`config.mk`:
```
export PLATFORM = sky130hd
export DESIGN_NAME = state_history_logger
export DESIGN_NICKNAME = d
export VERILOG_FILES = /design/src/rtl/state_logger_pkg.sv /design/src/rtl/state_history_ring.sv /design/src/rtl/state_history_logger.sv
export SDC_FILE = /design/constraint.sdc
export NUM_CORES = 1
export LEC_CHECK = 0
export BUFFER_PORTS_ARGS = -buffer_cell sky130_fd_sc_hd__buf_2
export CAP_MARGIN = 20
export CORE_ASPECT_RATIO = 2
export CORE_MARGIN = 2
export CORE_UTILIZATION = 55
export CTS_CLUSTER_SIZE = 28
export DETAILED_ROUTE_END_ITERATION = 6
export PLACE_DENSITY = 0.73
export SYNTH_ARGS = -nofsm -noshare
export SYNTH_HDL_FRONTEND = slang
export SYNTH_SLANG_ARGS = --single-unit
```
`constraint.sdc`:
```
create_clock -name iClk -period 5.6 [get_ports iClk]
set_clock_uncertainty 0.2 [all_clocks]
set_input_delay 1.4 -clock iClk [delete_from_list [all_inputs] [get_ports iClk]]
set_output_delay 1.4 -clock iClk [all_outputs]
set_load 0.05 [all_outputs]
```
`src/rtl/state_logger_pkg.sv`:
```
// Shared defaults and the history entry layout for the state history logger.
package state_logger_pkg;

    localparam int DEF_WIDTH    = 8;
    localparam int DEF_DEPTH    = 8;
    localparam int DEF_TS_WIDTH = 16;

    typedef struct packed {
        logic [DEF_WIDTH-1:0]    state;
        logic [DEF_TS_WIDTH-1:0] dwell;
    } entry_t;

endpackage

```
`src/rtl/state_history_ring.sv`:
```
// Ring buffer of {state, dwell} history entries with one write port and one
// registered read port indexed backwards from the newest entry.
module state_history_ring
    import state_logger_pkg::*;
#(
    parameter int WIDTH    = DEF_WIDTH,
    parameter int DEPTH    = DEF_DEPTH,
    parameter int TS_WIDTH = DEF_TS_WIDTH,
    localparam int IDXW    = $clog2(DEPTH)
) (
    input  logic                iClk,
    input  logic                iRst_n,
    input  logic                clear,
    input  logic                wr_en,
    input  logic [WIDTH-1:0]    wr_state,
    input  logic [TS_WIDTH-1:0] wr_dwell,
    input  logic [IDXW-1:0]     rd_idx,
    input  logic [IDXW:0]       count,
    output logic [WIDTH-1:0]    rd_state,
    output logic [TS_WIDTH-1:0] rd_dwell
);

    typedef struct packed {
        logic [WIDTH-1:0]    state;
        logic [TS_WIDTH-1:0] dwell;
    } slot_t;

    slot_t           mem [DEPTH];
    logic [IDXW-1:0] wp;
    logic [IDXW-1:0] rd_addr;

    // Offset by 2*DEPTH so the subtraction never goes negative before the modulo.
    always_comb begin
        rd_addr = IDXW'((int'(wp) + 2 * DEPTH - 1 - int'(rd_idx)) % DEPTH);
    end

    always_ff @(posedge iClk) begin
        if (!iRst_n || clear) begin
            for (int i = 0; i < DEPTH; i++) begin
                mem[i] <= '0;
            end
            wp       <= '0;
            rd_state <= '0;
            rd_dwell <= '0;
        end else begin
            if (wr_en) begin
                mem[wp] <= '{state: wr_state, dwell: wr_dwell};
                wp      <= (wp == IDXW'(DEPTH - 1)) ? '0 : wp + 1'b1;
            end
            if ({1'b0, rd_idx} < count) begin
                rd_state <= mem[rd_addr].state;
                rd_dwell <= mem[rd_addr].dwell;
            end else begin
                rd_state <= '0;
                rd_dwell <= '0;
            end
        end
    end

endmodule

```
`src/rtl/state_history_logger.sv`:
```
// Watches a state code, timestamps how long each state lasted and keeps the
// most recent DEPTH previous states in a readable history ring.
module state_history_logger
    import state_logger_pkg::*;
#(
    parameter int WIDTH    = DEF_WIDTH,
    parameter int DEPTH    = DEF_DEPTH,
    parameter int TS_WIDTH = DEF_TS_WIDTH,
    localparam int IDXW    = $clog2(DEPTH)
) (
    input  logic                iClk,
    input  logic                iRst_n,
    input  logic                iClear,
    input  logic                iFreeze,
    input  logic [WIDTH-1:0]    iDbgSt,
    input  logic [IDXW-1:0]     iRdIdx,
    output logic [WIDTH-1:0]    oCurState,
    output logic [TS_WIDTH-1:0] oCurDwell,
    output logic [WIDTH-1:0]    oRdState,
    output logic [TS_WIDTH-1:0] oRdDwell,
    output logic [IDXW:0]       oCount,
    output logic                oOverflow
);

    localparam logic [IDXW:0] CNT_FULL = (IDXW + 1)'(DEPTH);

    logic change;

    assign change = (iDbgSt != oCurState) && !iFreeze && !iClear;

    always_ff @(posedge iClk) begin
        if (!iRst_n || iClear) begin
            oCurState <= iDbgSt;
            oCurDwell <= '0;
            oCount    <= '0;
            oOverflow <= 1'b0;
        end else if (!iFreeze) begin
            if (change) begin
                oCurState <= iDbgSt;
                oCurDwell <= '0;
                // A full ring means this push overwrites the oldest entry.
                if (oCount == CNT_FULL) begin
                    oOverflow <= 1'b1;
                end else begin
                    oCount <= oCount + 1'b1;
                end
            end else if (oCurDwell != '1) begin
                oCurDwell <= oCurDwell + 1'b1;
            end
        end
    end

    state_history_ring #(
        .WIDTH    (WIDTH),
        .DEPTH    (DEPTH),
        .TS_WIDTH (TS_WIDTH)
    ) u_ring (
        .iClk     (iClk),
        .iRst_n   (iRst_n),
        .clear    (iClear),
        .wr_en    (change),
        .wr_state (oCurState),
        .wr_dwell (oCurDwell),
        .rd_idx   (iRdIdx),
        .count    (oCount),
        .rd_state (oRdState),
        .rd_dwell (oRdDwell)
    );

endmodule

```
==> impl_metrics.py, run 1 <==
metrics = {
    "synth": {
        "synthCells": 813,
        "yosysUniqueCellTypes": 41,
        "ys_seq_area_frac": 0.659,
        "synth_nets": 837,
        "yosysWarnings": 0,
        "netlist_area_um2": 10600,
        "syn_area_per_cell_um2": 13.0,
        "ys_seq_elements": 248,
    },
    "timing": {
        "fin_crit_ns": 3.63,
        "hold_ws_ns": 0.283,
        "hold_viol": 0,
        "max_slew_margin": 0.317,
        "setup_viol": 0,
        "tightest_slew_ns": 1.02,
        "max_freq_ghz": 0.275,
        "min_period_over_period": 0.648,
        "slew_viol_final": 0,
        "tns_ns": 0,
        "rsz0062_at_grt": "no",
    },
    "clocking": {
        "root_buffer": "clkbuf_16",
        "clk_pin_slew_worst_paths_ns": 0.07,
        "cts_buffers": 21,
        "cts_hold_buffers": 0,
        "cts_tree": "done",
        "post_cts_resized": 0,
        "cts_buffer_depth": 3,
        "htreeDepth": 1,
        "clk_latency_ns": 0.50,
        "post_cts_buffers": 0,
        "cts_sinks": 248,
    },
    "status": {
        "status": "complete, no violations",
    },
    "worst_setup_path": {
        "end_kind": "flip-flop",
        "criticalPathCategory": "in -> reg",
        "critical_path.max_stage_delay_ns": 0.76,
        "crit_chain": "buf_2 > xnor2_1 > nand4_1 > o21bai_2 > or4_1 > buf_4 > nor2_1",
        "start_kind": "input pin",
        "cp_slowest_cell": "o21bai_2",
        "critPathMaxFanout": 46,
        "cp_data_arrival_time_ns": 3.64,
        "worstPathRequired_ns": 5.61,
    },
    "power_and_ir_drop": {
        "p_int_w": 0.00298,
        "p_per_area_nw_per_um2": 320,
        "pwr-share-clk": 0.382,
        "switchingPower_w": 0.000823,
        "comb_power_share": 0.071,
        "seq_power_share": 0.546,
        "p_leak_nw": 4.18,
        "swShare": 0.216,
        "worst_ir_drop_vdd_mv": 0.175,
    },
    "cells_and_area": {
        "nets": 892,
        "multi_input_area_um2": 3450,
        "layout-drive-gt1-share": 0.205,
        "final-seq-area_um2": 6970,
        "antennaDiodeCount": 0,
        "fillCellCount": 1490,
        "synthToLayoutAreaGrowth_pct": 12.4,
    },
    "die": {
        "fp-row-count": 71,
        "die_width_um": 102,
        "dieArea_um2": 20400,
        "fp.coreArea_um2": 18800,
        "start_util": 0.562,
        "die_height_um": 200,
        "io_pins": 68,
    },
    "placement": {
        "dp_hpwl_um": 14100,
        "portBuffers": 67,
        "gp_congestion": 0.757,
    },
    "detailed_routing": {
        "num_vias": 6631,
        "drc_errors": 0,
        "wirelength_um": 23700,
        "drtAntennaViolNets": 0,
        "wl_per_cell_um": 20.9,
        "firstDrtPassIters": 6,
        "drt-initial-drc-count": 532,
        "viasPerCell": 5.83,
    },
    "grt": {
        "grt_pass1_vias": 6808,
        "grt_pass1_wl_um": 36200,
        "grt_overflow": 0,
        "antenna_found_initial": 0,
        "grt_usage": 0.238,
        "grt_max_degree": 49,
    },
    "job": {
        "maxCapViolations": 0,
    },
    "hold_path": {
        "hold_path_class": "reg -> reg",
    },
}
-- power by group through the flow --
stage / sequential [W] / combinational, W / clock (W)
finish: 0.00208 / 0.000272 / 0.00145
global route: 0.00208 / 0.000289 / 0.00153
CTS: 0.00208 / 0.000276 / 0.00147
detailed placement: 0.00212 / 0.000275 / 0
global placement: 0.00211 / 0.000273 / 0
floorplan: 0.00213 / 0.000172 / 0
-- routing by layer --
layer / routed length [um] / vias to the layer above / track usage / part of all wire
li1: - / 3015 / - / -
met2: 13200 / 266 / 0.444 / 0.56
met1: 8310 / 3310 / 0.278 / 0.35
met4: 535 / 0 / 0.0795 / 0.023
met3: 1620 / 40 / 0.0248 / 0.068
met5: 0 / - / 0 / 0
-- worst max-delay path, delay by kind of cell --
| kind | cells | cell delay, ns |
|---|---|---|
| compound gates | 1 | 0.76 |
| xor+xnor | 1 | 0.22 |
| buf+inv | 2 | 0.59 |
| simple gates | 3 | 0.62 |
-- layout by cell type (no fill, tap or decap), drive strengths merged --
cell type / count
nand4: 8
a41oi: 1
o31ai: 5
o41ai: 1
and2: 1
o21ai: 9
nand2: 88
inv: 6
bufinv: 2
dfxtp: 48
a21oi: 34
nor4b: 1
fa: 1
clkinv: 4
ha: 8
nor3: 8
buf: 84
nor2: 205
mux4: 48
a21o: 2
nor4: 5
a311oi: 1
o21bai: 1
or3: 6
o21ba: 1
xor2: 4
nor2b: 1
nor3b: 2
nand3: 11
xnor2: 18
nand3b: 2
clkbuf: 31
edfxtp: 200
nand4b: 2
or4: 2
nand2b: 28
a211oi: 3
-- cell families (layout without fill, tap and decap cells) --
group	after synthesis	in the layout	synth area share
xor+xnor	22	22	0.0182
flops	248	248	0.659
buf+inv	58	127	0.0266
compound gates	58	58	0.0319
mux	48	48	0.102
fa+ha+maj	9	9	0.0114
simple gates	370	370	0.151
-- worst paths after layout --
kind / from / end / slack, ns / cells past startpoint
max: iDbgSt[0] / u_ring.mem[0][11] / 1.97 / 7
min: oOverflow / oOverflow / 0.28 / 2
max reg2reg: u_ring.wp[0] / u_ring.rd_dwell[12] / 2.47 / 6
min reg2reg: oOverflow / oOverflow / 0.28 / 2
-- synthesized netlist by cell type (all sizes together) --
master	instances	area [um2]
nor2	205	769
edfxtp	200	6010
nand2	88	330
dfxtp	48	961
mux4	48	1080
a21oi	34	170
buf	30	176
nand2b	28	175
clkbuf	22	82.6
xnor2	18	158
nand3	11	60.1
o21ai	9	45.0
ha	8	100
nand4	8	50.1
nor3	8	40.0
inv	6	22.5
or3	6	37.5
nor4	5	43.8
o31ai	5	37.5
xor2	4	35.0
a211oi	3	22.5
a21o	2	15.0
nand3b	2	15.0
nand4b	2	17.5
nor3b	2	15.0
or4	2	15.0
a311oi	1	8.76
a41oi	1	8.76
and2	1	6.26
fa	1	20.0
nor2b	1	6.26
nor4b	1	15.0
o21ba	1	10.0
o21bai	1	11.3
o41ai	1	8.76
-- sequential cells by signal (all words and copies together), names as in the netlist --
name	flops
u_ring.wp	3
oCount	4
u_ring.rd_state	8
oCurDwell	16
u_ring.mem	192
oCurState	8
oOverflow	1
u_ring.rd_dwell	16
-- stage by stage --
step	instance area (um2)	power [W]	instances	setup WS (ns)	utilization
floorplan	10600	0.00231	813	0.423	-
global placement	11200	0.00239	1100	1.54	0.596
detailed placement	11200	0.00239	1100	1.50	0.596
CTS	11900	0.00382	1137	1.98	0.631
global route	11900	0.00391	1137	1.84	0.631
finish	11900	0.00380	1137	1.97	0.631
-- area by class of cell --
cell class / instances / area share
Sequential cell: 248 / 0.586
Tap cell: 255 / 0.0268
Clock buffer: 31 / 0.0499
Clock inverter: 6 / 0.00652
Timing Repair Buffer: 84 / 0.0389
Multi-Input combinational cell: 507 / 0.290
Inverter: 6 / 0.00189
(Power assumes the default switching activity.)
==> run 2: changes to the inputs <==
- PLACE_DENSITY: 0.73 -> 0.76
- clock period: 5.6 -> 3.2 ns (I/O delays scaled with it)
==> run 2 against run 1 <==
Clock power up 67%. First-iteration DRC count decreased by 8.8%. Sequential cell count unchanged. Hold slack got worse by 0.0012 ns. Largest power group unchanged. Critical path depth increased by 2. Utilization grew 1.8 points.
==> impl_metrics.py, run 2 (synthesis gave the netlist of run 1 again) <==
metrics = {
    "die": {
        "io_pins": 68,
        "start_util": 0.562,
        "dieArea_um2": 20400,
        "die_width_um": 102,
        "die_height_um": 200,
        "fp-row-count": 71,
        "fp.coreArea_um2": 18800,
    },
    "grt": {
        "grt_pass1_vias": 7101,
        "grt_usage": 0.253,
        "grt_overflow": 0,
        "antenna_found_initial": 0,
        "grt_max_degree": 59,
        "grt_pass1_wl_um": 38500,
    },
    "timing": {
        "max_freq_ghz": 0.368,
        "tightest_slew_ns": 1.04,
        "fin_crit_ns": 2.72,
        "max_slew_margin": 0.309,
        "layout_setup_ws_ns": 0.485,
        "setup_viol": 0,
        "hold_viol": 0,
        "min_period_over_period": 0.849,
        "slew_viol_final": 0,
        "rsz0062_at_grt": "no",
    },
    "worst_setup_path": {
        "r2r_start": "oCurState[5]",
        "cp_slowest_cell": "xnor2_2",
        "cp_data_arrival_time_ns": 2.94,
        "worstPathRequired_ns": 3.42,
        "r2r_end": "u_ring.mem[0][3]",
        "path_buf_inv": 3,
        "critical_path.max_stage_delay_ns": 0.77,
        "criticalPathCategory": "in -> reg",
        "end_kind": "flip-flop",
        "r2r_cells": 6,
        "critPathMaxFanout": 13,
        "start_kind": "input pin",
        "regToRegSetupSlack_ns": 0.54,
        "crit_chain": "buf_2 > inv_1 > ha_4 > fa_2 > xnor2_1 > xnor2_2 > buf_4 > nand2_1 > a21oi_1",
        "critPathTopFamily": "XOR/XNOR gates",
    },
    "job": {
        "maxCapViolations": 0,
    },
    "clocking": {
        "cts_buffers": 20,
        "cts_hold_buffers": 0,
        "clk_pin_slew_worst_paths_ns": 0.07,
        "cts_buffer_depth": 3,
        "post_cts_resized": 0,
        "root_buffer": "clkbuf_16",
        "post_cts_buffers": 0,
        "htreeDepth": 1,
        "cts_tree": "done",
        "cts_sinks": 248,
        "clk_latency_ns": 0.50,
    },
    "detailed_routing": {
        "firstDrtPassIters": 5,
        "wirelength_um": 24800,
        "viasPerCell": 5.76,
        "wl_per_cell_um": 21.4,
        "drc_errors": 0,
        "drt-initial-drc-count": 485,
        "drtAntennaViolNets": 0,
        "num_vias": 6683,
    },
    "cells_and_area": {
        "layout_commonest_cell": "nor2_1",
        "largest_register_ffs": 192,
        "layoutNonFillerInstCount": 1161,
        "synthToLayoutAreaGrowth_pct": 15.7,
        "fillCellCount": 1424,
        "layout-drive-gt1-share": 0.232,
        "final_cell_mix": "nor2_1 (205), edfxtp_1 (200), nand2_1 (88)",
        "top_register": "u_ring.mem",
        "largestRegisters": "u_ring.mem (192), oCurDwell (16), u_ring.rd_dwell (16)",
        "antennaDiodeCount": 0,
        "nets": 916,
    },
    "status": {
        "status": "complete, no violations",
    },
    "power_and_ir_drop": {
        "worst_ir_drop_vdd_mv": 0.406,
        "p_leak_nw": 4.38,
        "p_per_area_nw_per_um2": 539,
    },
    "placement": {
        "dp_slack_ns": -0.0178,
        "dp_cells": 1125,
        "gp_congestion": 0.808,
        "dp_hpwl_um": 15600,
        "portBuffers": 67,
    },
    "hold_path": {
        "holdCritStartpoint": "oOverflow",
        "whs_endpoint": "oOverflow",
        "whs_path_depth": 2,
        "hold_path_class": "reg -> reg",
    },
}
## run 2: cell count changes in the layout (fill, tap and decap cells not counted)
cell,before,now
o21ai_2,3,4
bufinv_16,2,0
clkinv_2,2,5
buf_12,0,14
clkinv_1,2,1
clkbuf_1,7,3
o41ai_2,1,0
o41ai_4,0,1
buf_4,17,28
clkbuf_8,3,6
o21ai_4,1,0
## run 2: per-stage QoR
step / TNS [ns] / util / hold slack, ns / instance area [um2] / power [W]
floorplan: -66.69 / - / 0.446 / 10600 / 0.00404
global placement: 0 / 0.615 / 0.257 / 11600 / 0.00423
detailed placement: -0.0178 / 0.615 / 0.272 / 11600 / 0.00425
CTS: 0 / 0.650 / 0.285 / 12200 / 0.00662
global route: 0 / 0.650 / 0.302 / 12200 / 0.00676
finish: 0 / 0.650 / 0.282 / 12200 / 0.00659
## run 2: worst min-delay path: cells and delay by family (launching register included)
family	cells	cell delay [ns]
flops	1	0.32
simple gates	1	0.06
compound gates	1	0.06
## run 2: worst max-delay path by stage
stage | startpoint | end | slack [ns] | depth (start not counted)
after floorplan | iDbgSt[5] | u_ring.mem[5][0] | -0.72 | 5
after global routing | iRdIdx[0] | u_ring.rd_dwell[7] | 0.38 | 9
final | iRdIdx[0] | u_ring.rd_dwell[7] | 0.48 | 9
after detailed placement | iRdIdx[0] | u_ring.rd_dwell[13] | -0.02 | 9
after global placement | iRdIdx[0] | u_ring.rd_dwell[9] | 0.08 | 9
after CTS | iRdIdx[0] | u_ring.rd_dwell[7] | 0.46 | 9
## run 2: layout make-up
| class | count | area, um2 | area share |
|---|---|---|---|
| Timing Repair Buffer | 109 | 826 | 0.0675 |
| Sequential cell | 248 | 6970 | 0.570 |
| Inverter | 6 | 22.5 | 0.00184 |
| Multi-Input combinational cell | 507 | 3450 | 0.282 |
| Clock buffer | 30 | 619 | 0.0506 |
| Tap cell | 255 | 319 | 0.0261 |
| Clock inverter | 6 | 28.8 | 0.00235 |
## run 2: routing by layer
layer	share of wire	vias to the layer above	wire (um)	track usage
met1	0.34	3290	8320	0.292
li1	-	3058	-	-
met4	0.039	0	974	0.100
met2	0.56	261	13800	0.463
met5	0	-	0	0
met3	0.068	74	1680	0.0293
## run 2: power breakdown
part	internal, W	leakage [nW]	total (W)	switching [W]
Sequential	0.00359	2.62	0.00363	0.0000421
Clock	0.00134	0.327	0.00242	0.00108
Combinational	0.000219	1.43	0.000542	0.000323
==> run 3: changes to the inputs <==
- clock period: 3.2 -> 2.2 ns (I/O delays scaled with it)
==> run 3 against run 2 <==
The flow now finishes with violations (negative setup slack). Sequential power is 46% higher. Worst setup slack worse by 0.62 ns. Sequential share of layout area is 5.8 points lower. Count of clock-buffer cells in the layout is 1 lower.
==> impl_metrics.py, run 3 (synthesis gave the netlist of run 1 again) <==
metrics = {
    "clocking": {
        "clk_latency_ns": 0.51,
        "cts_buffer_depth": 3,
        "htreeDepth": 1,
        "cts_buffers": 21,
        "cts_sinks": 248,
        "clk_pin_slew_worst_paths_ns": 0.07,
        "cts_tree": "done",
        "root_buffer": "clkbuf_16",
    },
    "hold_path": {
        "hold_path_class": "in -> reg",
    },
    "detailed_routing": {
        "drtAntennaViolNets": 0,
        "wl_per_cell_um": 25.6,
        "wirelength_um": 31700,
        "drt-initial-drc-count": 753,
        "drc_errors": 0,
        "num_vias": 7749,
        "viasPerCell": 6.27,
        "firstDrtPassIters": 5,
    },
    "die": {
        "dieArea_um2": 20400,
        "start_util": 0.562,
        "die_width_um": 102,
        "io_pins": 68,
        "die_height_um": 200,
        "fp.coreArea_um2": 18800,
        "fp-row-count": 71,
    },
    "power_and_ir_drop": {
        "p_per_area_nw_per_um2": 729,
        "worst_ir_drop_vdd_mv": 0.513,
        "p_leak_nw": 5.05,
        "total_power_w": 0.00994,
    },
    "cells_and_area": {
        "layout_commonest_cell": "edfxtp_1",
        "multi_input_area_um2": 3790,
        "nets": 989,
        "largestRegisters": "u_ring.mem (192), oCurDwell (16), u_ring.rd_dwell (16)",
        "synthToLayoutAreaGrowth_pct": 29.0,
        "largest_register_ffs": 192,
        "final_cell_mix": "edfxtp_1 (200), nor2_1 (188), nand2_1 (71)",
        "fillCellCount": 1189,
        "final-seq-area_um2": 6980,
        "layout-drive-gt1-share": 0.350,
        "top_register": "u_ring.mem",
        "fin_area_um2": 13600,
    },
    "worst_setup_path": {
        "regToRegSetupSlack_ns": -0.13,
        "end_kind": "flip-flop",
        "critPathMaxFanout": 7,
        "cp_data_arrival_time_ns": 2.47,
        "r2r_cells": 7,
        "worstPathRequired_ns": 2.33,
        "start_kind": "flip-flop",
        "crit_start": "oCurState[2]",
        "r2r_start": "oCurState[2]",
        "criticalPathCategory": "reg -> reg",
        "crit_end": "u_ring.mem[1][23]",
        "r2r_end": "u_ring.mem[1][23]",
    },
    "timing": {
        "layout_setup_ws_ns": -0.133,
        "min_period_over_period": 1.06,
        "setup_viol": 273,
        "tightest_slew_ns": 0.614,
        "slew_viol_final": 0,
        "hold_viol": 0,
        "max_slew_margin": 0.591,
        "fin_crit_ns": 2.33,
        "max_freq_ghz": 0.429,
        "tns_ns": -13.98,
        "rsz0062_at_grt": "yes",
    },
    "grt": {
        "grt_max_degree": 47,
        "antenna_found_initial": 1,
        "grt_pass1_wl_um": 40200,
        "grt_usage": 0.263,
        "grt_overflow": 0,
        "grt_pass1_vias": 7377,
    },
    "placement": {
        "portBuffers": 67,
        "dp_hpwl_um": 16900,
        "gp_congestion": 0.783,
        "dp_slack_ns": -0.441,
        "placed_area_um2": 12100,
    },
    "job": {
        "maxCapViolations": 0,
    },
    "status": {
        "status": "finished, violations left",
        "violations": "negative setup slack",
    },
}
-- run 3: changes by cell type in the layout (fill, tap and decap cells not counted), moves of 7 or more --
cell and delta:
nor2_2 +12, nand2_4 +9, clkbuf_16 +13, buf_6 +19
buf_4 +25, nand2_1 -17, a21oi_1 -16, nor2_1 -17
buf_12 +12, nand2_2 +7, a21oi_2 +16
-- run 3: repair_timing --
item / in CTS / in global routing
cloned: 2 / 18
hold buffers: 0 / 0
pin swaps: 2 / 28
gates resized for setup: 17 / 89
buffers inserted: 5 / 9
endpoints found under the setup margin: 317 / 353
endpoints found under the hold margin: 0 / 0
-- run 3: metal layers --
| metal | vias up | global-route usage | wire length (um) |
|---|---|---|---|
| li1 | 3225 | - | - |
| met1 | 3840 | 0.309 | 9940 |
| met2 | 549 | 0.485 | 16900 |
| met3 | 135 | 0.0318 | 2670 |
| met4 | 0 | 0.0871 | 2150 |
| met5 | - | 0 | 0 |
-- run 3: critical path, stage by stage, from the launching register on --
cell	delay (ns)
edfxtp_1	0.43
xnor2_1	0.16
nand4_1	0.24
o21bai_2	0.09
buf_6	0.14
or3_4	0.49
buf_6	0.19
nor2_1	0.20
-- run 3: worst min path at each step --
stage	cells after the start	slack, ns	from	end
after global routing	1	0.04	iDbgSt[4]	oCurState[4]
after detailed placement	2	0.28	oOverflow	oOverflow
after floorplan	2	0.42	oCurDwell[1]	oCurDwell[1]
after global placement	2	0.26	oOverflow	oOverflow
after CTS	1	0.05	iDbgSt[4]	oCurState[4]
final	1	0.05	iDbgSt[4]	oCurState[4]
-- run 3: report_power, final --
group | internal [W] | switching, W
clock network | 0.00192 | 0.00162
registers | 0.00522 | 0.0000672
logic | 0.000510 | 0.000608
-- run 3: layout make-up --
cell class,instances,share of cell area
flip-flops and latches,248,0.512
multi-input cells,507,0.278
repair buffers,181,0.138
clock buffers,29,0.0415
well taps,255,0.0234
clock inverters,8,0.00477
inverters,6,0.00257
diodes,1,0.000183
-- run 3: stage by stage --
| stage | hold WS, ns | utilization | instances |
|---|---|---|---|
| 5_1_grt | 0.0397 | 0.724 | 1234 |
| 3_5_place_dp | 0.276 | 0.641 | 1165 |
| 6_report | 0.0457 | 0.724 | 1235 |
| 3_3_place_gp | 0.257 | 0.641 | 1165 |
| 2_1_floorplan | 0.417 | - | 813 |
| 4_1_cts | 0.0477 | 0.684 | 1209 |
